==> config.mk <==
export PLATFORM = sky130hd
export DESIGN_NAME = wm_setup_ctrl
export DESIGN_NICKNAME = d
export VERILOG_FILES = /design/src/rtl/wm_setup_ctrl_pkg.sv /design/src/rtl/wm_setup_ctrl_btn_edge.sv /design/src/rtl/wm_setup_ctrl.sv
export SDC_FILE = /design/constraint.sdc
export NUM_CORES = 1
export LEC_CHECK = 0
export CAP_MARGIN = 20
export CORE_MARGIN = 2
export CORE_UTILIZATION = 60
export DETAILED_ROUTE_END_ITERATION = 8
export GPL_ROUTABILITY_DRIVEN = 0
export PLACE_DENSITY = 0.87
export SYNTH_ARGS = -nofsm -noshare
export SYNTH_HDL_FRONTEND = slang
export SYNTH_SLANG_ARGS = --single-unit
==> constraint.sdc <==
create_clock -name clk -period 6.13 [get_ports clk]
set_input_delay 0.613 -clock clk [delete_from_list [all_inputs] [get_ports clk]]
set_output_delay 0.613 -clock clk [all_outputs]
set_load 0.01 [all_outputs]
==> src/rtl/wm_setup_ctrl_pkg.sv <==
// Shared types and constants for the washing-machine setup controller.
// State encodings, display nibble codes and a wrapping BCD digit increment.
package wm_setup_ctrl_pkg;

  typedef enum logic [1:0] {
    S_BAL   = 2'd0,
    S_MODE  = 2'd1,
    S_TIME  = 2'd2,
    S_READY = 2'd3
  } state_t;

  localparam logic [3:0] NIB_OFF = 4'hB;
  localparam logic [3:0] NIB_NEG = 4'hA;

  function automatic logic [3:0] nib_wrap_inc(input logic [3:0] d, input logic [3:0] top);
    return (d >= top) ? 4'd0 : d + 4'd1;
  endfunction

endpackage

==> src/rtl/wm_setup_ctrl_btn_edge.sv <==
// Raw push-button conditioning: 2-FF synchroniser followed by a rising-edge detector.
// The rise pulse is combinational, so an action lands on the third clock edge after the raw edge.
module wm_setup_ctrl_btn_edge (
  input  logic clk,
  input  logic rst,
  input  logic clr,
  input  logic din,
  output logic rise
);

  logic [2:0] sh;

  always_ff @(posedge clk or negedge rst) begin
    if (!rst) begin
      sh <= '0;
    end else if (clr) begin
      sh <= '0;
    end else begin
      sh <= {sh[1:0], din};
    end
  end

  assign rise = sh[1] & ~sh[2];

endmodule

==> src/rtl/wm_setup_ctrl.sv <==
// Pre-wash setup controller: balance entry, mode selection and wash-time entry,
// raising ready once a legal and affordable job has been confirmed.
//
//   state   | meaning
//   S_BAL   | enter signed BCD balance with tick-driven digit increments
//   S_MODE  | cycle the mode index with inc, confirm with next
//   S_TIME  | enter two-digit wash time, confirm against range and balance
//   S_READY | job accepted; waits for rst or on=0
module wm_setup_ctrl
  import wm_setup_ctrl_pkg::*;
#(
  parameter int DIGITS   = 3,
  parameter int N_MODES  = 4,
  parameter int TICK_DIV = 66000000,
  parameter int MAX_TIME = 20,
  parameter int PRICE    = 1,
  parameter int BAL_W    = 10
) (
  input  logic                       clk,
  input  logic                       rst,
  input  logic                       on,
  input  logic [DIGITS-1:0]          sw,
  input  logic                       sign_sw,
  input  logic                       btn_inc,
  input  logic                       btn_next,
  output logic [15:0]                disp_r,
  output logic [15:0]                disp_l,
  output logic [BAL_W-1:0]           bal,
  output logic [$clog2(N_MODES)-1:0] mode,
  output logic [6:0]                 wash_time,
  output logic                       ready,
  output logic                       err,
  output logic [2:0]                 st_light
);

  localparam int MW = $clog2(N_MODES);
  localparam int TW = $clog2(TICK_DIV + 1);

  state_t            state, state_nx;
  logic [2:0][3:0]   dig, dig_nx;
  logic              neg, neg_nx;
  logic [MW-1:0]     idx, idx_nx;
  logic [3:0]        t1, t1_nx, t0, t0_nx;
  logic [BAL_W-1:0]  bal_q, bal_nx;
  logic [MW-1:0]     mode_q, mode_nx;
  logic [6:0]        wt_q, wt_nx;
  logic              err_q, err_nx;
  logic [TW-1:0]     tick_cnt;
  logic              tick, inc_rise, nxt_rise;
  logic [2:0]        sw_pad;
  logic [BAL_W+3:0]  bcd_val;
  logic [6:0]        t_val;
  logic [BAL_W+6:0]  cost;
  logic [2:0][3:0]   d_show;

  wm_setup_ctrl_btn_edge u_inc (.clk(clk), .rst(rst), .clr(~on), .din(btn_inc),  .rise(inc_rise));
  wm_setup_ctrl_btn_edge u_nxt (.clk(clk), .rst(rst), .clr(~on), .din(btn_next), .rise(nxt_rise));

  assign tick = (tick_cnt == TW'(TICK_DIV - 1));

  always_ff @(posedge clk or negedge rst) begin
    if (!rst) begin
      tick_cnt <= '0;
    end else if (!on || (state_nx != state) || tick) begin
      tick_cnt <= '0;
    end else begin
      tick_cnt <= tick_cnt + TW'(1);
    end
  end

  always_comb begin
    sw_pad = '0;
    sw_pad[DIGITS-1:0] = sw;
    bcd_val = (BAL_W+4)'(dig[2]) * (BAL_W+4)'(100) + (BAL_W+4)'(dig[1]) * (BAL_W+4)'(10)
            + (BAL_W+4)'(dig[0]);
    t_val   = 7'(t1) * 7'd10 + 7'(t0);
    cost    = (BAL_W+7)'(t_val) * (BAL_W+7)'(PRICE);
  end

  always_comb begin
    state_nx = state;
    dig_nx   = dig;
    neg_nx   = neg;
    idx_nx   = idx;
    t1_nx    = t1;
    t0_nx    = t0;
    bal_nx   = bal_q;
    mode_nx  = mode_q;
    wt_nx    = wt_q;
    err_nx   = 1'b0;
    case (state)
      S_BAL: begin
        if (nxt_rise) begin
          dig_nx = '0;
          if (sw_pad == 3'd0 && !sign_sw && !neg) begin
            bal_nx   = BAL_W'(bcd_val);
            state_nx = S_MODE;
          end else begin
            neg_nx = 1'b0;
            err_nx = 1'b1;
          end
        end else if (tick) begin
          for (int i = 0; i < 3; i++) begin
            if (sw_pad[i]) dig_nx[i] = nib_wrap_inc(dig[i], 4'd9);
          end
          if (sign_sw) neg_nx = ~neg;
        end
      end
      S_MODE: begin
        if (nxt_rise) begin
          mode_nx  = idx;
          state_nx = S_TIME;
        end else if (inc_rise) begin
          idx_nx = (idx == MW'(N_MODES - 1)) ? '0 : idx + MW'(1);
        end
      end
      S_TIME: begin
        if (nxt_rise) begin
          if (t_val >= 7'd1 && t_val <= 7'(MAX_TIME) && cost <= (BAL_W+7)'(bal_q)) begin
            wt_nx    = t_val;
            bal_nx   = bal_q - BAL_W'(cost);
            state_nx = S_READY;
          end else begin
            t1_nx  = 4'd0;
            t0_nx  = 4'd0;
            err_nx = 1'b1;
          end
        end else if (inc_rise) begin
          if (sw_pad[0]) t1_nx = nib_wrap_inc(t1, 4'(MAX_TIME / 10));
          else           t0_nx = nib_wrap_inc(t0, 4'd9);
        end
      end
      default: ;
    endcase
    // on=0 holds the whole setup in its reset state
    if (!on) begin
      state_nx = S_BAL;
      dig_nx   = '0;
      neg_nx   = 1'b0;
      idx_nx   = '0;
      t1_nx    = 4'd0;
      t0_nx    = 4'd0;
      bal_nx   = '0;
      mode_nx  = '0;
      wt_nx    = '0;
      err_nx   = 1'b0;
    end
  end

  always_ff @(posedge clk or negedge rst) begin
    if (!rst) begin
      state  <= S_BAL;
      dig    <= '0;
      neg    <= 1'b0;
      idx    <= '0;
      t1     <= 4'd0;
      t0     <= 4'd0;
      bal_q  <= '0;
      mode_q <= '0;
      wt_q   <= '0;
      err_q  <= 1'b0;
    end else begin
      state  <= state_nx;
      dig    <= dig_nx;
      neg    <= neg_nx;
      idx    <= idx_nx;
      t1     <= t1_nx;
      t0     <= t0_nx;
      bal_q  <= bal_nx;
      mode_q <= mode_nx;
      wt_q   <= wt_nx;
      err_q  <= err_nx;
    end
  end

  always_comb begin
    for (int i = 0; i < 3; i++) d_show[i] = (i < DIGITS) ? dig[i] : NIB_OFF;
    disp_r   = {4{NIB_OFF}};
    disp_l   = {4{NIB_OFF}};
    st_light = 3'b001;
    case (state)
      S_BAL:   disp_r = {(neg ? NIB_NEG : 4'h0), d_show[2], d_show[1], d_show[0]};
      S_MODE: begin
        disp_r   = {NIB_OFF, NIB_OFF, NIB_OFF, 4'(idx)};
        st_light = 3'b010;
      end
      S_TIME: begin
        disp_l   = {4'(mode_q), NIB_OFF, t1, t0};
        st_light = 3'b100;
      end
      default: begin
        disp_l   = {4'(mode_q), NIB_OFF, t1, t0};
        st_light = 3'b111;
      end
    endcase
  end

  assign bal       = bal_q;
  assign mode      = mode_q;
  assign wash_time = wt_q;
  assign ready     = (state == S_READY);
  assign err       = err_q;

endmodule
=== Word level (Yosys, flattened, before mapping) ===
Cells that the tools add are included.
Widths: inputs -> output; s select.

* Output and inout port bits: 56
* Flip-flop bits (word level): 77
* Logic and storage cells: 158

* Mux-type cells: 67
* Bitwise gates (word level): 5
* Reductions and logical operators: 22
* Equality and inequality tests: 27
* $mul: 3
* Order comparisons: 8
* Add/sub/neg operators: 11

{| class="wikitable"
|+ Operators by type and width
! kind !! number
|-
| $mux 4 || 20
|-
| $mux 10 || 5
|-
| $mux 12 || 4
|-
| $pmux 16 s2 || 1
|-
| $mux 2 || 14
|-
| $mux 7 || 4
|-
| $add 26x1->26 const B || 1
|-
| $eq 26x26->1 const B || 1
|-
| $mux 26 || 1
|-
| $ne 3x1->1 const B || 7
|-
| $add 4x1->4 const B || 5
|-
| $pmux 10 s2 || 1
|-
| $ne 3x3->1 const B || 6
|-
| $ge 4x4->1 const B || 4
|-
| $mux 16 || 1
|-
| $reduce_and 3->1 || 5
|-
| $ne 2x1->1 const B || 6
|-
| $reduce_and 4->1 || 3
|-
| $mux 1 || 11
|-
| $add 10x4->10 || 1
|-
| $add 10x8->10 || 1
|-
| $le 7x10->1 || 1
|-
| $sub 10x7->10 || 1
|-
| $pmux 3 s3 || 1
|-
| 26 further kinds || 38
|}

=== Longest topological paths before layout ===
Gate-level depths: netlist of run 1.

* Depth after elaboration: 13
* Mapped depth: 18
* Gate-level depth less buffers: 15

=== Hierarchy ===
Synthesis of run 1 repeated with hierarchy kept, for this count alone.

* Cell total of the unflattened synthesis: 625
* Area total of the unflattened synthesis: 5,773.0 sq um

{| class="wikitable"
|+ Modules (own cells, without submodules)
! module !! area each (sq um) !! instances !! cells an instance !! seq. area each (sq um)
|-
| wm_setup_ctrl || 5,567.8 || 1 || 611 || 1,776.7
|-
| wm_setup_ctrl_btn_edge || 102.6 || 2 || 7 || 75.1
|}

=== Least setup slack after synthesis of run 1 ===
Ideal clock, no wire load.

* Kind: flip-flop to flip-flop
* Start point: register t1[1]
* End point: register bal_q[2], in the netlist bal[2]
* Library setup time: 0.125 ns
* Buffers on the path: 1
* Cell stages (with the launch flop): 15
* Setup slack: 2.434 ns
* Required time: 6.005 ns
* Arrival: 3.571 ns
* Clock period less this slack: 3.696 ns
* Cell sequence: dfrtp_1 ha_1 ha_1 fa_1 xor2_1 ha_1 buf_2 nand2_1 o41a_1 o221a_2 a31oi_4 o21ai_2 a21oi_2 nand2b_1 mux2_2

* Cells in the longest elaborated chain, start to end: 7
* Elaborated cells on any way between the ends: 14

{| class="wikitable"
|+ Ends and longest elaborated chain
! what !! line !! RTL
|-
| start: declaration || wm_setup_ctrl.sv:43 || <nowiki>logic [3:0] t1, t1_nx, t0, t0_nx;</nowiki>
|-
| start signal: assignment || wm_setup_ctrl.sv:167 || <nowiki>t1 <= t1_nx;</nowiki>
|-
| $mul 4x3->6 * || wm_setup_ctrl.sv:76 || <nowiki>t_val = 7'(t1) * 7'd10 + 7'(t0);</nowiki>
|-
| $add 7x4->7 * || wm_setup_ctrl.sv:76 ||
|-
| $sub 10x7->10, or another cell as far along || wm_setup_ctrl.sv:121 || <nowiki>bal_nx = bal_q - BAL_W'(cost);</nowiki>
|-
| $mux 10 or $logic_and 1x1->1 (tied branches) || wm_setup_ctrl.sv:119 || <nowiki>if (t_val >= 7'd1 && t_val <= 7'(MAX_TIME) && cost <= (BAL_W+7)'(bal_q)) begin</nowiki>
|-
| $mux 10 or $logic_and 1x1->1 (tied branches) || wm_setup_ctrl.sv:118, wm_setup_ctrl.sv:119 ||
|-
| $pmux 10 s2 or $ne 3x3->1 (tied branches) || n/a ||
|-
| $mux 10 or $reduce_and 5->1 (tied branches) || n/a ||
|-
| end signal: assignment || wm_setup_ctrl.sv:169 || <nowiki>bal_q <= bal_nx;</nowiki>
|-
| end: declaration || wm_setup_ctrl.sv:44 || <nowiki>logic [BAL_W-1:0] bal_q, bal_nx;</nowiki>
|}

Mark *: on every way between the ends. The rest lies on a longest branch, timed or not. The select of a mux whose other input is x is not followed.
A chain may end at the register's enable or synchronous reset.

=== Final worst setup path of run 1 ===
Ends and elaborated chain as after synthesis.

==> summary.md, run 1 <==
| Metric | Value |
|---|---|
| CTS sink count | `77` |
| Drt first pass iters | `5` |
| Run status | `complete, no violations` |
| Antenna violations before repair | `0` |
| Clock share of power | `33.1%` |
| Area Growth Syn to Fin | `14.5%` |
| Fillers | `714` |
| Sequential-to-total area share from yosys stat | `34.1%` |
| Commonest non-fill, non-tap cell in the layout | `dfrtp_1` |
| Reg2reg start | `t1[1]$_DFFE_PN0P_` |
| CP startpoint kind | `register` |
| Worst-skew pair later-pin latency | `0.37 ns` |
| Setup Buffers After CTS | `0` |
| Mapped Area | `5650 um^2` |
| Worst setup EP type | `register` |
| Die W | `101 um` |
| Post-DP HPWL | `9650 um` |
| Row cnt | `35` |
| CTS resizes | `0` |
| Layout cells sized above 1 | `7.44%` |
| Post-Synthesis Cells | `619` |
| Final Slew Violations | `0` |
| Slew HR | `29.5%` |
| Top post-synthesis cells by area | `dfrtp_1, ha_1, nand2_1, xor2_1, nor2_1` |
| EDFF count, synth | `0` |
| Reg2reg path depth | `13` |
| Fin crit period | `4.38 ns` |
| Tightest Hold Check Type | `input port to asynchronous set/reset pin` |
| Port-buffer cells | `58` |
| FF-to-FF setup slack | `1.75 ns` |
| Vias in the first global route | `4602` |
| RSZ-0062 raised after global routing | `no` |
| Async set-reset flop share out of synthesis | `100%` |
| Setup_tns | `0 ns` |
| Fin. Hold Viols | `0` |
| Tcrit/Tclk final | `71.4%` |
| Max-cap violations | `0` |
| Core area | `9200 um^2` |
| Num ports | `65` |
| Antenna Cells | `0` |
| #FFs+latches synth | `77` |
| Setup WS pre-CTS | `1.83 ns` |
| Cell Pwr Density | `191 nW/um^2` |
| WL final | `13100 um` |
| Setup WS post-layout | `1.75 ns` |
| Delay-heaviest family, CP | `adder cells` |
| Sw Ratio | `31.5%` |
| DRC viols | `0` |
| CTS buffer count | `9` |
| H-tree levels | `3` |
| Die H | `101 um` |
| Worst path arrival time | `4.63 ns` |
| Leak | `3.04 nW` |
| Final ANT Viol Nets | `0` |
| CP max stage cell | `a21oi_2` |
| Remaining global-route overflow | `0` |
| Yosys top cell by area | `dfrtp_1` |
| Synth unique cells | `72` |
| Required @ worst endpoint | `6.38 ns` |
| Area share of the largest cell type after synthesis | `34.1%` |
| CTS tree | `yes` |
| Die Area | `10200 um^2` |
| Largest net degree at the start of global routing | `78` |
| Overall power | `0.00124 W` |
| Max incr delay on CP | `0.49 ns` |
| Worst-path cell chain | `ha_1, ha_1, fa_1, xor2_1, ha_1, nand2_1, o41a_1, o221a_2, a31oi_4, o21ai_2, a21oi_2, nand2b_1, mux2_2` |
| Worst vdd ir | `0.0000983 V` |
| Final Net Count | `743` |
| Critical path peak fanout | `13` |
| CP dominant cell by count | `ha_1` |
| Sequential power share | `43.8%` |
| Primary FF master, synth | `dfrtp_1` |
| Tightest Pin Transition | `1.03 ns` |
| Root Buffer | `clkbuf_8` |
| Starting DRT DRC Count | `296` |
| Total GRT Usage | `27.2%` |
| CTS max path bufs | `2` |
| Reg2reg end | `bal[2]$_DFFE_PN0P_` |
| Clk slew on worst S/H paths | `0.09 ns` |
| Internal Power | `0.000847 W` |
| Vias per cell | `6.04` |
| Worst path bufs/invs | `0` |
| Switching pwr | `0.000390 W` |
| Max Clock Freq | `228 MHz` |
| Global-route wire length before repair | `22100 um` |
| Starting Density | `61.4%` |
| Yosys Warn Count | `0` |
| Skew final | `0.0121 ns` |
| Most frequent cells in the layout | `dfrtp_1, ha_1, nand2_1, clkdlybuf4s50_1, nor2_1` |
| WS Path Type | `register to register` |
| Final setup vio count | `0` |
| Post-CTS Hold Buffers | `0` |
| Logic pwr share | `23.1%` |
| Drt wl/cell | `16.7 um` |
| Syn_area_per_cell | `9.13 um^2` |
| Total vias in the final route | `4728` |
## power groups by stage
stage	Sequential [W]	Clock [W]	Combinational (W)
after CTS	0.000541	0.000414	0.000282
after global placement	0.000550	0	0.000268
after detailed placement	0.000551	0	0.000279
after global routing	0.000544	0.000434	0.000314
after floorplan	0.000545	0	0.000187
final	0.000541	0.000409	0.000286
## cells in the mapped netlist (10+ instances only)
cell type,n
dfrtp_1,77
ha_1,59
nand2_1,58
nor2_1,51
inv_1,44
nand3_1,29
a21oi_1,28
o21ai_0,25
xor2_1,22
xnor2_1,19
clkbuf_1,12
nand4_1,12
and2_1,11
mux2i_1,10
nand2b_1,10
## logic make-up (layout without fill, tap and decap cells)
family | after synthesis | in the layout | share of synthesized area, %
simple gates | 229 | 229 | 20.8
compound gates | 116 | 116 | 14.1
flops | 77 | 77 | 34.1
buf+inv | 73 | 122 | 5.82
fa+ha+maj | 67 | 67 | 15.9
xor+xnor | 42 | 42 | 6.75
mux | 13 | 13 | 2.37
other cells | 2 | 6 | 0.133
## worst max path at each step
stage               slack [ns]  cells after the start                 end         startpoint
finish                    1.75                     13  bal[2]$_DFFE_PN0P_  t1[1]$_DFFE_PN0P_
global route              1.55                     13  bal[2]$_DFFE_PN0P_  t1[1]$_DFFE_PN0P_
CTS                       1.79                     13  bal[2]$_DFFE_PN0P_  t1[1]$_DFFE_PN0P_
detailed placement        1.83                     13  bal[2]$_DFFE_PN0P_  t1[1]$_DFFE_PN0P_
global placement          2.02                     13  bal[2]$_DFFE_PN0P_  t1[1]$_DFFE_PN0P_
floorplan                 2.43                     14  bal[2]$_DFFE_PN0P_  t1[1]$_DFFE_PN0P_
## final cells by class
cell class	count	area, um^2	share of cell area (%)
flip-flops and latches	77	1930	29.8
clock buffers	10	138	2.13
well taps	111	139	2.15
clock inverters	6	68.8	1.06
inverters	45	169	2.61
multi-input cells	473	3410	52.7
repair buffers	61	621	9.59
## flip-flops by register name, summed over array words and instances (netlist names), 3 cells and up
signal and cells:
bal 10, t0 4, u_inc.sh 3, d_show 12, u_nxt.sh 3, wash_time 7, tick_cnt 26, t1 4
## layer usage
layer  vias up  track usage [%]  part of all wire (%)
met5         -                0                     0
met3        29             4.92                   6.2
li1       2234                -                     -
met1      2300             37.3                    43
met4         0             8.94                   2.5
met2       165             43.5                    48
## metrics by stage
| stage | hold WS [ns] | std cells | instance area [um^2] | utilization, % |
|---|---|---|---|---|
| floorplan | 0.317 | 623 | 5670 | - |
| global placement | 0.439 | 766 | 6240 | 67.8 |
| detailed placement | 0.458 | 766 | 6240 | 67.8 |
| CTS | 0.439 | 782 | 6440 | 70.1 |
| global route | 0.0851 | 783 | 6470 | 70.4 |
| finish | 0.0792 | 783 | 6470 | 70.4 |
No activity file was read; power rests on OpenSTA's default activity.
==> run 2, diff against run 1 <==
- CORE_UTILIZATION: 60 -> 52
- PLACE_DENSITY: 0.87 -> 0.8
- clock period: 6.13 -> 3.65 ns (I/O delays scaled with it)
==> summary.md, run 2 (same netlist as run 1, synthesis figures left out) <==
| Metric | Value |
|---|---|
| Run status | `finished, violations left` |
| Failing checks | `negative setup slack` |
| Min Hold Slack | `0.398 ns (+0.319 ns)` |
| WL final | `14200 um (+8.3%)` |
| Placed Area | `6380 um^2 (+2.2%)` |
| WS Path Type | `register to register` |
| Total vias in the final route | `4827 (+2.1%)` |
| CTS sink count | `77 (unchanged)` |
| Final Net Count | `770 (+3.6%)` |
| Antenna violations before repair | `0 (unchanged)` |
| Final core occ | `64.4% (-6.0 points)` |
| CTS max path bufs | `2 (unchanged)` |
| Post-DP HPWL | `10000 um (+3.8%)` |
| Root Buffer | `clkbuf_8` |
| Total GRT Usage | `24.4% (-2.8 points)` |
| Reg2reg path depth | `13 (unchanged)` |
| Slew HR | `34.2% (+4.7 points)` |
| Starting DRT DRC Count | `298 (+0.68%)` |
| Remaining global-route overflow | `0 (unchanged)` |
| Worst-path cell chain | `ha_1, ha_2, fa_2, xor2_2, ha_1, nand2_2, o41a_1, o221a_4, a31oi_4, o21ai_4, a221oi_1, nor4_1, a2bb2oi_1` |
| Antenna Cells | `0 (unchanged)` |
| H-tree levels | `3 (unchanged)` |
| Max-cap violations | `0 (unchanged)` |
| Die W | `108 um (+7.1%)` |
| CP max stage cell | `fa_2` |
| Worst path arrival time | `3.98 ns (-0.65 ns)` |
| CTS tree | `yes` |
| Worst setup EP type | `register` |
| Skew final | `0.0157 ns (+0.00359 ns)` |
| Final Slew Violations | `0 (unchanged)` |
| Max Clock Freq | `269 MHz (+18%)` |
| Num ports | `65 (unchanged)` |
| Layout cells sized above 1 | `13.2% (+5.7 points)` |
| Drt first pass iters | `5 (unchanged)` |
| Tightest Pin Transition | `0.963 ns (-0.0688 ns)` |
| DRC viols | `0 (unchanged)` |
| Cell Pwr Density | `300 nW/um^2 (+57%)` |
| Die Area | `11700 um^2 (+15%)` |
| Leak | `3.20 nW (+5.2%)` |
| Commonest non-fill, non-tap cell in the layout | `dfrtp_1` |
| Overall power | `0.00207 W (+67%)` |
| Starting Density | `52.8% (-8.6 points)` |
| Final Cell Area | `6890 um^2 (+6.4%)` |
| Tightest Hold Check Type | `input port to asynchronous set/reset pin` |
| Final ANT Viol Nets | `0 (unchanged)` |
| CP startpoint kind | `register` |
| Origin of the worst setup path | `t1[1]$_DFFE_PN0P_` |
| Die H | `108 um (+7.1%)` |
| Global-route wire length before repair | `22500 um (+1.5%)` |
| Tcrit/Tclk final | `102% (+30 points)` |
| Worst vdd ir | `0.000219 V (+120%)` |
| Register with the most flip-flops | `tick_cnt` |
| Fin crit period | `3.72 ns (-0.658 ns)` |
| Setup WS post-layout | `-0.0686 ns (-1.82 ns)` |
| Vias per cell | `5.75 (-4.7%)` |
| RSZ-0062 raised after global routing | `yes` |
| CTS buffer count | `9 (unchanged)` |
| Drt wl/cell | `16.9 um (+1.0%)` |
| Vias in the first global route | `4691 (+1.9%)` |
| Core area | `10700 um^2 (+16%)` |
| Critical path peak fanout | `6 (-7)` |
| Number of flip-flops in the largest register | `26 (unchanged)` |
| Max incr delay on CP | `0.51 ns (+0.02 ns)` |
| Setup_tns | `-0.278 ns (-0.278 ns)` |
| Reg2reg end | `t0[3]$_DFFE_PN0P_` |
| Final setup vio count | `18 (+18)` |
| Clk slew on worst S/H paths | `0.09 ns (about the same)` |
| Row cnt | `38 (+8.6%)` |
| Required @ worst endpoint | `3.91 ns (-2.47 ns)` |
| FF-to-FF setup slack | `-0.07 ns (-1.82 ns)` |
| Worst-skew pair later-pin latency | `0.37 ns (about the same)` |
| Port-buffer cells | `58 (unchanged)` |
| Largest net degree at the start of global routing | `78 (unchanged)` |
| CP dominant cell by count | `ha_1` |
| Most frequent cells in the layout | `dfrtp_1, nand2_1, ha_1, clkdlybuf4s50_1, nor2_1` |
| Fin. Hold Viols | `0 (unchanged)` |
| Area Growth Syn to Fin | `21.9%` |
| Reg2reg start | `t1[1]$_DFFE_PN0P_` |
## run 2: report_power, final
part | switching [W] | leakage (nW) | internal, W
clock network | 0.000371 | 0.0881 | 0.000256
logic | 0.000293 | 2.05 | 0.000241
registers | 0.0000319 | 1.06 | 0.000875
total | 0.000696 | 3.20 | 0.00137
## run 2: worst max path at each step
stage / end / slack [ns]
after floorplan: bal[7]$_DFFE_PN0P_ / 0.01
after CTS: bal[7]$_DFFE_PN0P_ / -0.0001
after global placement: bal[7]$_DFFE_PN0P_ / 0.09
after detailed placement: t0[3]$_DFFE_PN0P_ / -0.01
final: t0[3]$_DFFE_PN0P_ / -0.07
after global routing: bal[7]$_DFFE_PN0P_ / -0.17
## run 2: layout make-up
type | instances | area (um^2)
sequential | 77 | 1930
clock buffer | 9 | 124
multi-input combinational | 473 | 3510
inverter | 45 | 169
fill | 868 | 3810
timing repair buffer | 88 | 922
clock inverter | 7 | 57.6
tap | 140 | 175
## run 2: layer usage
metal	wire [um]	track usage, %	vias up
met5	0	0	-
met4	336	7.42	0
met3	692	5.18	38
met2	7250	43.3	146
met1	5920	29.7	2358
li1	-	-	2285
## run 2: timing repair
action,in CTS,in global routing
resized for setup,1,26
hold buffers,0,1
endpoints found under the hold margin,0,16
cloned,0,4
setup buffers,0,11
setup endpoints to repair,2,44
pin swaps,1,9
## run 2: metrics by stage
step | setup slack [ns] | std cells
floorplan | 0.00955 | 623
global placement | 0.0858 | 806
detailed placement | -0.0104 | 806
CTS | -0.000115 | 822
global route | -0.167 | 839
finish | -0.0686 | 839
## run 2: worst max-delay path: cells and delay by family, from the launching register on
family	cells	cell delay [ns]
flops	1	0.39
fa+ha+maj	4	1.32
xor+xnor	1	0.20
simple gates	2	0.21
compound gates	6	1.48
==> run 3, diff against run 2 <==
- CORE_MARGIN: 2 -> default
==> summary.md, run 3 (same netlist as run 1, synthesis figures left out) <==
| Metric | Value |
|---|---|
| Run status | `complete, no violations` |
| Post-CTS Hold Buffers | `0 (unchanged)` |
| Max Clock Freq | `276 MHz (+2.6%)` |
| Fin crit period | `3.62 ns (-0.0958 ns)` |
| Die W | `106 um (-1.8%)` |
| Starting Density | `54.2% (+1.4 points)` |
| Fin. Hold Viols | `0 (unchanged)` |
| Total vias in the final route | `4782 (-0.93%)` |
| DRC viols | `0 (unchanged)` |
| WS Path Type | `register to register` |
| Remaining global-route overflow | `0 (unchanged)` |
| Tightest Pin Transition | `1.25 ns (+0.291 ns)` |
| WP depth | `13 (unchanged)` |
| Final Cell Area | `6710 um^2 (-2.5%)` |
| Antenna violations before repair | `0 (unchanged)` |
| Root Buffer | `clkbuf_8` |
| CTS sink count | `77 (unchanged)` |
| Reg2reg path depth | `13 (unchanged)` |
| H-tree levels | `3 (unchanged)` |
| Placed Area | `6350 um^2 (-0.39%)` |
| Vias in the first global route | `4428 (-5.6%)` |
| RSZ-0062 raised after global routing | `yes` |
| Critical path peak fanout | `5 (-1)` |
| Most frequent cells in the layout | `dfrtp_1, nand2_1, ha_1, clkdlybuf4s50_1, nor2_1` |
| WL final | `13300 um (-6.5%)` |
| Origin of the worst setup path | `t1[0]$_DFFE_PN0P_` |
| Worst path arrival time | `3.87 ns (-0.11 ns)` |
| Skew final | `0.0106 ns (-0.00511 ns)` |
| Post-DP HPWL | `9630 um (-3.9%)` |
| Max-cap violations | `0 (unchanged)` |
| FF/Latch Area | `1930 um^2 (unchanged)` |
| Final Slew Violations | `0 (unchanged)` |
| Leak | `3.12 nW (-2.3%)` |
| CP max stage cell | `fa_2` |
| Worst vdd ir | `0.000234 V (+6.5%)` |
| Tightest Hold Check Type | `input port to asynchronous set/reset pin` |
| Max incr delay on CP | `0.57 ns (+0.06 ns)` |
| Clk slew on worst S/H paths | `0.09 ns (about the same)` |
| Worst path bufs/invs | `0 (unchanged)` |
| Area Growth Syn to Fin | `18.8%` |
| Tcrit/Tclk final | `99.3% (-2.6 points)` |
| Slew HR | `16.2% (-18 points)` |
| Die Area | `11300 um^2 (-3.7%)` |
| Global-route wire length before repair | `21600 um (-4.0%)` |
| CP startpoint kind | `register` |
| Die H | `106 um (-1.8%)` |
| Num ports | `65 (unchanged)` |
| Antenna Cells | `0 (unchanged)` |
| Total GRT Usage | `24.2% (-0.22 points)` |
| Number of flip-flops in the largest register | `26 (unchanged)` |
| Row cnt | `37 (-2.6%)` |
| Worst setup EP type | `register` |
| Final Net Count | `760 (-1.3%)` |
| Cell Pwr Density | `304 nW/um^2 (+1.1%)` |
| CP dominant cell by count | `ha_1` |
| Largest net degree at the start of global routing | `78 (unchanged)` |
| Dpl cells | `801 (-0.62%)` |
| Reg2reg start | `t1[0]$_DFFE_PN0P_` |
| Register with the most flip-flops | `tick_cnt` |
| Layout cells sized above 1 | `11.6% (-1.6 points)` |
| CTS tree | `yes` |
| CTS buffer count | `9 (unchanged)` |
| Final ANT Viol Nets | `0 (unchanged)` |
| Drt first pass iters | `5 (unchanged)` |
| FF-to-FF setup slack | `0.03 ns (+0.10 ns)` |
| Required @ worst endpoint | `3.90 ns (about the same)` |
| Final setup vio count | `0 (-18)` |
| Non-Filler Instances | `825 (-1.7%)` |
| Core area | `10400 um^2 (-2.6%)` |
| Min Hold Slack | `0.159 ns (-0.239 ns)` |
| Starting DRT DRC Count | `324 (+8.7%)` |
| CTS max path bufs | `2 (unchanged)` |
| Vias per cell | `5.80 (+0.75%)` |
| Commonest non-fill, non-tap cell in the layout | `dfrtp_1` |
| Delay-heaviest family, CP | `adder cells` |
| Port-buffer cells | `58 (unchanged)` |
| Fillers | `846 (-2.5%)` |
| Worst-path cell chain | `ha_1, ha_2, fa_2, xor2_2, ha_1, nand2_2, o41a_1, o221a_4, a31oi_4, o21ai_4, a21oi_2, nand2b_4, mux2_4` |
| Worst-skew pair later-pin latency | `0.36 ns (about the same)` |
| Reg2reg end | `bal[2]$_DFFE_PN0P_` |
| Multi-input logic area | `3500 um^2 (-0.25%)` |
| Drt wl/cell | `16.1 um (-5.0%)` |
| Setup crit end | `bal[2]$_DFFE_PN0P_` |
run 3: cell count changes in the layout (fill, tap and decap cells not counted), sizes merged:
cell,delta
buf,-7
clkbuf,-1
clkinv,+1
clkinvlp,-1
dlygate4sd3,-1
inv,-2
nand2,+1
run 3: area by class of cell:
class	count	area share [%]
Clock buffer	11	2.26
Multi-Input combinational cell	474	52.2
Inverter	45	2.52
Sequential cell	77	28.7
Clock inverter	5	0.634
Tap cell	136	2.54
Timing Repair Buffer	77	11.2
run 3: power by group:
| group | switching [W] | internal [W] |
|---|---|---|
| logic | 0.000280 | 0.000219 |
| clock network | 0.000340 | 0.000290 |
| registers | 0.0000340 | 0.000875 |
| total | 0.000654 | 0.00138 |
run 3: worst min path at each step:
stage | slack [ns] | depth (start not counted) | to | start
floorplan | 0.07 | 0 | bal[0]$_DFFE_PN0P_ | rst
global placement | 0.44 | 1 | u_nxt.sh[1]$_DFF_PN0_ | u_nxt.sh[0]$_DFF_PN0_
detailed placement | 0.46 | 1 | u_nxt.sh[1]$_DFF_PN0_ | u_nxt.sh[0]$_DFF_PN0_
CTS | 0.20 | 1 | wash_time[6]$_DFFE_PN0P_ | rst
global route | 0.24 | 1 | wash_time[5]$_DFFE_PN0P_ | rst
finish | 0.16 | 1 | wash_time[5]$_DFFE_PN0P_ | rst
run 3: worst register-to-register path, cell delays in order (launching register included):
cell and delay, ns:
dfrtp_2 0.45, ha_1 0.23, ha_2 0.20, fa_2 0.57, xor2_2 0.08, ha_1 0.32
nand2_2 0.09, o41a_1 0.44, o221a_4 0.14, a31oi_4 0.19, o21ai_4 0.12, a21oi_2 0.19
nand2b_4 0.18, mux2_4 0.30
run 3: timing repair:
item	CTS	global route
setup endpoints to repair	0	30
hold endpoints to repair	0	0
gates resized for setup	0	22
buffers inserted	0	7
run 3: stage by stage:
stage          setup TNS [ns]  util [%]  total power (W)  setup WS (ns)
6_report                    0      64.4          0.00204         0.0272
5_1_grt                -0.939      64.4          0.00214        -0.0623
4_1_cts                     0      62.8          0.00203        0.00948
3_5_place_dp                0      61.0          0.00140        0.00403
3_3_place_gp                0      61.0          0.00138          0.123
2_1_floorplan               0         -          0.00123        0.00955
run 3: metal layers:
layer	vias up	track usage, %	routed length, um
met3	28	4.72	810
met4	0	7.34	289
met1	2312	33.7	6000
met5	-	0	0
met2	176	38.0	6170
li1	2266	-	-
